[src/rtl/sdram_arb_pkg.sv]
// Shared definitions for the two-port SDRAM arbiter.
//   arb_state_t : FSM encoding (IDLE, BUSY, RELEASE)
//   PORT_DATA   : index of requester port 0 (CPU data bus)
//   PORT_INST   : index of requester port 1 (instruction fetch / DMA)
package sdram_arb_pkg;

    typedef enum logic [1:0] {
        IDLE    = 2'd0,
        BUSY    = 2'd1,
        RELEASE = 2'd2
    } arb_state_t;

    localparam int PORT_DATA = 0;
    localparam int PORT_INST = 1;

endpackage

[src/rtl/sdram_arb_pick.sv]
// Grant decision for the SDRAM arbiter. Pure combinational logic.
// Build option: SDRAM_ARB_RR_EN selects round-robin; otherwise fixed priority
// to port 0 with a starvation counter that hands one grant to port 1.
// Ports:
//   req        : per-port request (readEn | writeEn), bit 0 = port 0
//   last_inst  : (round-robin) 1 when port 1 held the previous grant
//   starve_cnt : (fixed priority) consecutive port-0 grants while port 1 waited
//   winner     : one-hot winner, 0 when nothing is requested
module sdram_arb_pick
    import sdram_arb_pkg::*;
`ifdef SDRAM_ARB_RR_EN
(
    input  logic [1:0]       req,
    input  logic             last_inst,
    output logic [1:0]       winner
);
`else
#(
    parameter int CNT_W        = 4,
    parameter int STARVE_LIMIT = 8
)(
    input  logic [1:0]       req,
    input  logic [CNT_W-1:0] starve_cnt,
    output logic [1:0]       winner
);
`endif

    always_comb begin
        // NOTE: default first so every path assigns winner and no latch is inferred.
        winner = 2'b00;
        if (req[PORT_DATA] && req[PORT_INST]) begin
`ifdef SDRAM_ARB_RR_EN
            // The port that did not win last time goes first.
            winner = last_inst ? 2'b01 : 2'b10;
`else
            winner = (starve_cnt == CNT_W'(STARVE_LIMIT)) ? 2'b10 : 2'b01;
`endif
        end else if (req[PORT_DATA]) begin
            winner = 2'b01;
        end else if (req[PORT_INST]) begin
            winner = 2'b10;
        end
    end

endmodule

[src/rtl/sdram_arbiter.sv]
// Two-port arbiter sharing one Avalon-style SDRAM controller port between the
// CPU data bus (port 0) and instruction fetch / DMA (port 1). Whole
// transactions are serialised: IDLE -> BUSY (until m_waitRequest=0) ->
// RELEASE (one cycle with no command) -> IDLE.
// Build option: SDRAM_ARB_RR_EN selects round-robin arbitration; the default
// build is fixed priority to port 0 with a starvation limit for port 1.
// Ports:
//   clk, rest          : clock, asynchronous active-high reset
//   sN_*               : requester N bus (address, writeEn, writeData, readEn,
//                        byteEnable in; readData, waitRequest out)
//   m_*                : controller bus (command out, readData/waitRequest in)
//   arb_grant          : one-hot current owner, 0 when unowned
//   arb_busy           : high in BUSY or RELEASE
module sdram_arbiter
    import sdram_arb_pkg::*;
#(
    parameter int ADDR_W       = 23,
    parameter int DATA_W       = 32,
    parameter int BE_W         = 4,
    parameter int STARVE_LIMIT = 8
)(
    input  logic              clk,
    input  logic              rest,
    input  logic [ADDR_W-1:0] s0_address,
    input  logic              s0_writeEn,
    input  logic [DATA_W-1:0] s0_writeData,
    input  logic              s0_readEn,
    input  logic [BE_W-1:0]   s0_byteEnable,
    output logic [DATA_W-1:0] s0_readData,
    output logic              s0_waitRequest,
    input  logic [ADDR_W-1:0] s1_address,
    input  logic              s1_writeEn,
    input  logic [DATA_W-1:0] s1_writeData,
    input  logic              s1_readEn,
    input  logic [BE_W-1:0]   s1_byteEnable,
    output logic [DATA_W-1:0] s1_readData,
    output logic              s1_waitRequest,
    output logic [ADDR_W-1:0] m_address,
    output logic              m_writeEn,
    output logic [DATA_W-1:0] m_writeData,
    output logic              m_readEn,
    output logic [BE_W-1:0]   m_byteEnable,
    input  logic [DATA_W-1:0] m_readData,
    input  logic              m_waitRequest,
    output logic [1:0]        arb_grant,
    output logic              arb_busy
);

    arb_state_t state;
    logic [1:0] grant;
    logic [1:0] req;
    logic [1:0] winner;
    logic       done;

`ifdef SDRAM_ARB_RR_EN
    logic last_inst;

    sdram_arb_pick u_pick (
        .req       (req),
        .last_inst (last_inst),
        .winner    (winner)
    );
`else
    localparam int CNT_W = $clog2(STARVE_LIMIT + 1);
    logic [CNT_W-1:0] starve_cnt;

    sdram_arb_pick #(
        .CNT_W        (CNT_W),
        .STARVE_LIMIT (STARVE_LIMIT)
    ) u_pick (
        .req        (req),
        .starve_cnt (starve_cnt),
        .winner     (winner)
    );
`endif

    assign req[PORT_DATA] = s0_readEn | s0_writeEn;
    assign req[PORT_INST] = s1_readEn | s1_writeEn;

    // grant is only non-zero in BUSY; clearing it at completion leaves the
    // controller bus all-zero during RELEASE and after reset.
    always_ff @(posedge clk or posedge rest) begin
        if (rest) begin
            state      <= IDLE;
            grant      <= 2'b00;
`ifdef SDRAM_ARB_RR_EN
            last_inst  <= 1'b1;
`else
            starve_cnt <= '0;
`endif
        end else begin
            // NOTE: non-blocking assignments so every register samples pre-edge values.
            case (state)
                IDLE: begin
                    if (|req) begin
                        grant <= winner;
                        state <= BUSY;
`ifdef SDRAM_ARB_RR_EN
                        last_inst <= winner[PORT_INST];
`else
                        if (winner[PORT_DATA] && req[PORT_INST])
                            starve_cnt <= starve_cnt + CNT_W'(1);
                        else
                            starve_cnt <= '0;
`endif
                    end
                end
                BUSY: begin
                    if (!m_waitRequest) begin
                        grant <= 2'b00;
                        state <= RELEASE;
                    end
                end
                RELEASE: state <= IDLE;
                default: state <= IDLE;
            endcase
        end
    end

    // Controller bus: mux of held requester inputs, selected by registered grant.
    // A combined read+write request is forwarded as a write only.
    always_comb begin
        m_address    = '0;
        m_writeEn    = 1'b0;
        m_writeData  = '0;
        m_readEn     = 1'b0;
        m_byteEnable = '0;
        case (grant)
            2'b01: begin
                m_address    = s0_address;
                m_writeEn    = s0_writeEn;
                m_writeData  = s0_writeData;
                m_readEn     = s0_readEn & ~s0_writeEn;
                m_byteEnable = s0_byteEnable;
            end
            2'b10: begin
                m_address    = s1_address;
                m_writeEn    = s1_writeEn;
                m_writeData  = s1_writeData;
                m_readEn     = s1_readEn & ~s1_writeEn;
                m_byteEnable = s1_byteEnable;
            end
            default: ;
        endcase
    end

    assign done           = (state == BUSY) && !m_waitRequest;
    assign s0_waitRequest = ~(done & grant[PORT_DATA]);
    assign s1_waitRequest = ~(done & grant[PORT_INST]);
    assign s0_readData    = (done && grant[PORT_DATA]) ? m_readData : '0;
    assign s1_readData    = (done && grant[PORT_INST]) ? m_readData : '0;
    assign arb_grant      = grant;
    assign arb_busy       = (state != IDLE);

endmodule

[config.mk]
export PLATFORM = sky130hd
export DESIGN_NAME = sdram_arbiter
export DESIGN_NICKNAME = d
export VERILOG_FILES = /design/src/rtl/sdram_arb_pkg.sv /design/src/rtl/sdram_arb_pick.sv /design/src/rtl/sdram_arbiter.sv
export SDC_FILE = /design/constraint.sdc
export NUM_CORES = 1
export LEC_CHECK = 0
export CAP_MARGIN = 20
export CORE_AREA = 2 2 111 113
export DETAILED_ROUTE_END_ITERATION = 8
export DIE_AREA = 0 0 113 115
export DONT_BUFFER_PORTS = 1
export GPL_TIMING_DRIVEN = 0
export SYNTH_ARGS = -nofsm -noshare
export SYNTH_HDL_FRONTEND = slang
export SYNTH_SLANG_ARGS = --single-unit
[constraint.sdc]
create_clock -name clk -period 2.2 [get_ports clk]
set_input_delay 0.33 -clock clk [delete_from_list [all_inputs] [get_ports clk]]
set_output_delay 0.33 -clock clk [all_outputs]
set_load 0.05 [all_outputs]
# [Word-level counts from Yosys, hierarchy flattened]
# Index checks and enable logic that the tools add are counted.
[classes] reduce_logical=13 muxes=18 div_mod_pow=0 shift=0 order_cmp=0 add_sub_neg=1 n_eq_ne=6 multipliers=0 bitwise_logic=10
[op_table] op="$mux 32" count=2
[op_table] op="$pmux 32 s2" count=1
[op_table] op="$pmux 23 s2" count=1
[op_table] op="$mux 2" count=8
[op_table] op="$pmux 2 s2" count=2
[op_table] op="$pmux 4 s2" count=1
[op_table] op="$logic_and 1x1->1" count=5
[op_table] op="$add 4x1->4 const B" count=1
[op_table] op="$and 1x1->1" count=4
[op_table] op="$eq 2x1->1 const B" count=2
[op_table] op="$eq 4x4->1 const B" count=1
[op_table] op="$mux 4" count=1
[op_table] op="$ne 2x2->1 const B" count=2
[op_table] op="$not 1->1" count=4
[op_table] op="$pmux 1 s2" count=2
[op_table] op="$reduce_and 2->1" count=2
[op_table] op="$reduce_bool 2->1" count=2
[op_table] op="$reduce_and 3->1" count=1
[op_table] op="$eq 2x2->1 const B" count=1
[op_table] op="$logic_not 2->1" count=1
[op_table] op="$or 1x1->1" count=2
[op_table] op="$reduce_or 2->1" count=1
[op_table] op="$logic_not 1->1" count=1
[totals] n_memories=0 word_cells=51 regBits=8 output_inout_bits=130 in_bits=157 latch_bits=0 mem_bits_rw=0 romBits=0

# [Longest topological paths before layout]
[logic_depth] depth_word=6 mapped_depth=7 depth_no_buf=5

# [Cells and area by module]
# From an unflattened synthesis, not the netlist that was laid out.
[unflattened] cells_unflattened=268 hier_area_um2=1737.9
[by_module_without_submodules] module="sdram_arbiter" area_per_inst_um2=1697.9 instances=1 cells_each=264 seq_area_each_um2=200.2
[by_module_without_submodules] module="sdram_arb_pick" area_per_inst_um2=40.0 instances=1 cells_each=4 seq_area_each_um2=0.0

# [Least setup slack after synthesis]
# OpenSTA, ideal clock, no wires.
[synth_path] path_type="reg2out" start="reg grant[1] (netlist: arb_grant[1])" end="out m_writeData[30]" path_slack_ps=-433 arrival_time_ps=2303 t_required_ps=1870 n_path_buf=3 stages_incl_launch_ff=8 cell_sequence="dfrtp_1 -> clkbuf_1 -> inv_1 -> ha_1 -> clkbuf_1 -> clkbuf_1 -> a22oi_1 -> nor2_1"
[synth_via] elab_chain_cells=2 word_cells_on_any_way=3 classes_between="eq/ne (2); mux (1)"
[synth_lines] element="from (decl)" line="sdram_arbiter.sv:50" rtl="logic [1:0] grant;"
[synth_lines] element="from (signal assigned)" line="sdram_arbiter.sv:96" rtl="grant <= winner;"
[synth_lines] element="$eq 2x2->1 / $eq 2x1->1 (equally long branches)" line="sdram_arbiter.sv:128" rtl="case (grant)"
[synth_lines] element="$pmux 32 s2 (*)" line="sdram_arbiter.sv:128"
[synth_lines] element="to (decl)" line="sdram_arbiter.sv:40" rtl="output logic [DATA_W-1:0] m_writeData,"
# Mark *: on every way between the ends. The rest lies on a longest branch, timed or not.

# [Worst setup path in the final report]
[layout_path] start="reg grant[1] (netlist: arb_grant[1])" end="out m_readEn"
[layout_via] elab_chain_cells=2 word_cells_on_any_way=3 classes_between="eq/ne (2); mux (1)"
[layout_lines] element="$eq 2x2->1 / $eq 2x1->1 (equally long branches)" line="sdram_arbiter.sv:128"
[layout_lines] element="$pmux 1 s2 (*)" line="sdram_arbiter.sv:128"
[layout_lines] element="to (decl)" line="sdram_arbiter.sv:41" rtl="output logic m_readEn,"
# Marks and branches as above.

==> results.txt <==
pin count of the biggest net entering global routing = 11
CP Data Arrival Time = 1.89 ns
Root Buffer = clkbuf_16
sequential area share after synthesis = 0.117
Post-Layout Inst Area = 3140 um2
Syn-to-layout area delta = 84.1%
R2R depth = 4
final net count = 445
Layout Cells excl Fill = 430
Routed Antenna Nets = 0
Vias = 2,372
reg2reg end = arb_grant[0]
worst-skew pair later-pin latency = 0.24 ns
reg2reg start = state[1]
first-pass GRT wire length = 14.7 mm
Die Area = 13,000 um2
Final setup violation count = 5
IO Port Bufs = 0
Hold Path Class = in2reg
initial antenna violation count = 0
WL final = 10.9 mm
post-route setup TNS = -0.0342 ns
Max Clk Rate = 451 MHz
vias in the first global route = 2,340
Psw = 4.78 mW
Top FF cell, synth = dfrtp_1
Slew @ Worst Pin = 0.533 ns
Max FO, Critical Path = 7
PwrDens = 2220 nW/um2
multi-input logic area = 2150 um2
synthesis warning total = 0
logic gate share of total power = 0.898
endpoints failing hold = 0
GRT Residual Overflow = 0
Crit path required time = 1.87 ns
standby leakage power = 1.15 nW
Starting Density = 0.144
syn_nets = 429
Final period util = 1.01
Yosys cell types = 26
CTS tree = built
wire per inst = 25.3 um
crit-path cells = buf_8 > inv_4 > ha_4 > buf_8 > nand2_1 > o22a_1 > nor2_4
Die Height = 115 um
ys async rst share = 1.00
TritonCTS Buffers = 3
antenna cells = 0
most used cell along the critical path = buf_8
total power = 6.97 mW
cell taking the most area after synthesis = a22oi_1
gpl congestion = 0.751
Worst Path Class, Setup = reg2out
EDFF count, synth = 0
RSZ-0062 raised after global routing = true
synthesized area = 1710 um2
# H-tree levels = 1
Layout Utilization = 0.266
Clock power frac = 0.046
internal power = 2.18 mW
cell family with most CP delay = flip-flops
commonest cells in the netlist = 65 x nor2_1, 64 x and3_1, 60 x a22oi_1
placed insts = 415
Syn Area/Cell = 6.37 um2
Syn Inst Count = 268
CP Depth = 7
Final WS setup = -0.0162 ns
maxcap violations = 0
Synth area leaders = a22oi_1 26%, and3_1 23%, nor2_1 14%
most frequent cell after synthesis = nor2_1
delay of the slowest critical-path stage = 0.60 ns
router iterations before antenna repair = 7
worst reg-to-reg setup slack = 0.43 ns
core area = 11,800 um2
Initial DRC Count = 91
Max Transition Viols Final = 0
Placed Area = 2360 um2
register share of total power = 0.056
Hold EP = state[0]
failing checks = DRC, setup timing
Worst Path Buf+Inv = 3
slowest CP cell = dfrtp_4
synthesis-stage register bit count = 8
clk sinks = 8
post-place setup slack = -0.833 ns
Crit. End Element = output pin
Worst setup SP type = flip-flop
DR DRC count = 21
hpwl dp = 8.55 mm
Max Root-Sink Buffers = 2
Relative slew margins = 0.646
hold depth = 2
final setup skew = 0.00465 ns
IO Pins = 287
Placement Rows = 40
fillers = 1,264
Die X = 113 um
crit path time final = 2.22 ns
hold path start = m_waitRequest
status = finished with violations
switch share = 0.686
share of cells above drive strength 1 = 0.763
maximum vdd drop = 1060 uV
register area = 208 um2
post-synth top area share = 0.264
overall routing resource usage = 0.151
hold slack = 0.267 ns
clock slew at reported path FFs = 0.04 ns
via-per-instance ratio = 5.52
state kept, by name, summed over array words and instances (netlist names):
name	count
state	2
starve_cnt	4
arb_grant	2
cell type report:
cell class                 instances  share of cell area
multi-input combinational        220               0.686
buffer                            31               0.106
sequential                         8              0.0661
tap                              147              0.0585
timing repair buffer              14              0.0502
clock buffer                       4              0.0251
inverter                           6             0.00876
power groups by stage:
stage               Sequential (mW)  Combinational [mW]  Clock (mW)
finish                        0.388                6.26       0.321
global route                  0.405                6.52       0.333
CTS                           0.387                6.18       0.327
detailed placement            0.374                5.17           0
global placement              0.368                5.10           0
floorplan                     0.331                4.63           0
routing by layer:
layer | up-vias | GRT usage | share of wire
met4 | 0 | 0.0341 | 0.020
met2 | 196 | 0.316 | 0.57
met5 | - | 0 | 0
met3 | 16 | 0.0279 | 0.084
li1 | 1021 | - | -
met1 | 1139 | 0.152 | 0.33
worst max-delay path by stage:
stage	from	endpoint	slack [ns]
after floorplan	arb_grant[1]	m_writeData[30]	0.02
after global placement	arb_grant[1]	m_address[22]	-0.80
final	arb_grant[1]	m_readEn	-0.02
after CTS	arb_grant[1]	m_writeData[31]	-0.07
after global routing	arb_grant[1]	m_writeData[30]	-0.06
after detailed placement	arb_grant[1]	m_address[22]	-0.83
layout by cell type (no fill, tap or decap), types with 2 or more instances in the layout:
master	count
o2bb2ai_1	2
nand2_1	5
clkbuf_8	12
a22oi_2	51
nor2_4	61
ha_1	2
clkbuf_16	6
a22oi_1	9
dfrtp_4	2
mux2i_1	3
nor3_1	2
clkbuf_1	10
inv_1	4
nor2_1	4
dfrtp_1	6
buf_8	6
nand3b_1	2
buf_6	5
buf_4	6
a21oi_1	2
and3_2	57
inv_4	2
and3_1	7
ha_4	2
cells by family (layout without fill, tap and decap cells):
kind of cell / after synthesis / after routing / synth area share
compound gates: 70 / 70 / 0.311
mux: 3 / 3 / 0.0176
fa+ha+maj: 4 / 4 / 0.0293
simple gates: 143 / 143 / 0.430
flops: 8 / 8 / 0.117
buf+inv: 40 / 55 / 0.0946
timing repair:
item	4_1_cts	5_1_grt
hold buffers	1	0
setup endpoints to repair	78	101
resized for setup	125	62
hold endpoints to repair	8	0
pin swaps	65	51
setup buffers	6	0
gates cloned	6	1
No activity file was read; power rests on OpenSTA's default activity.
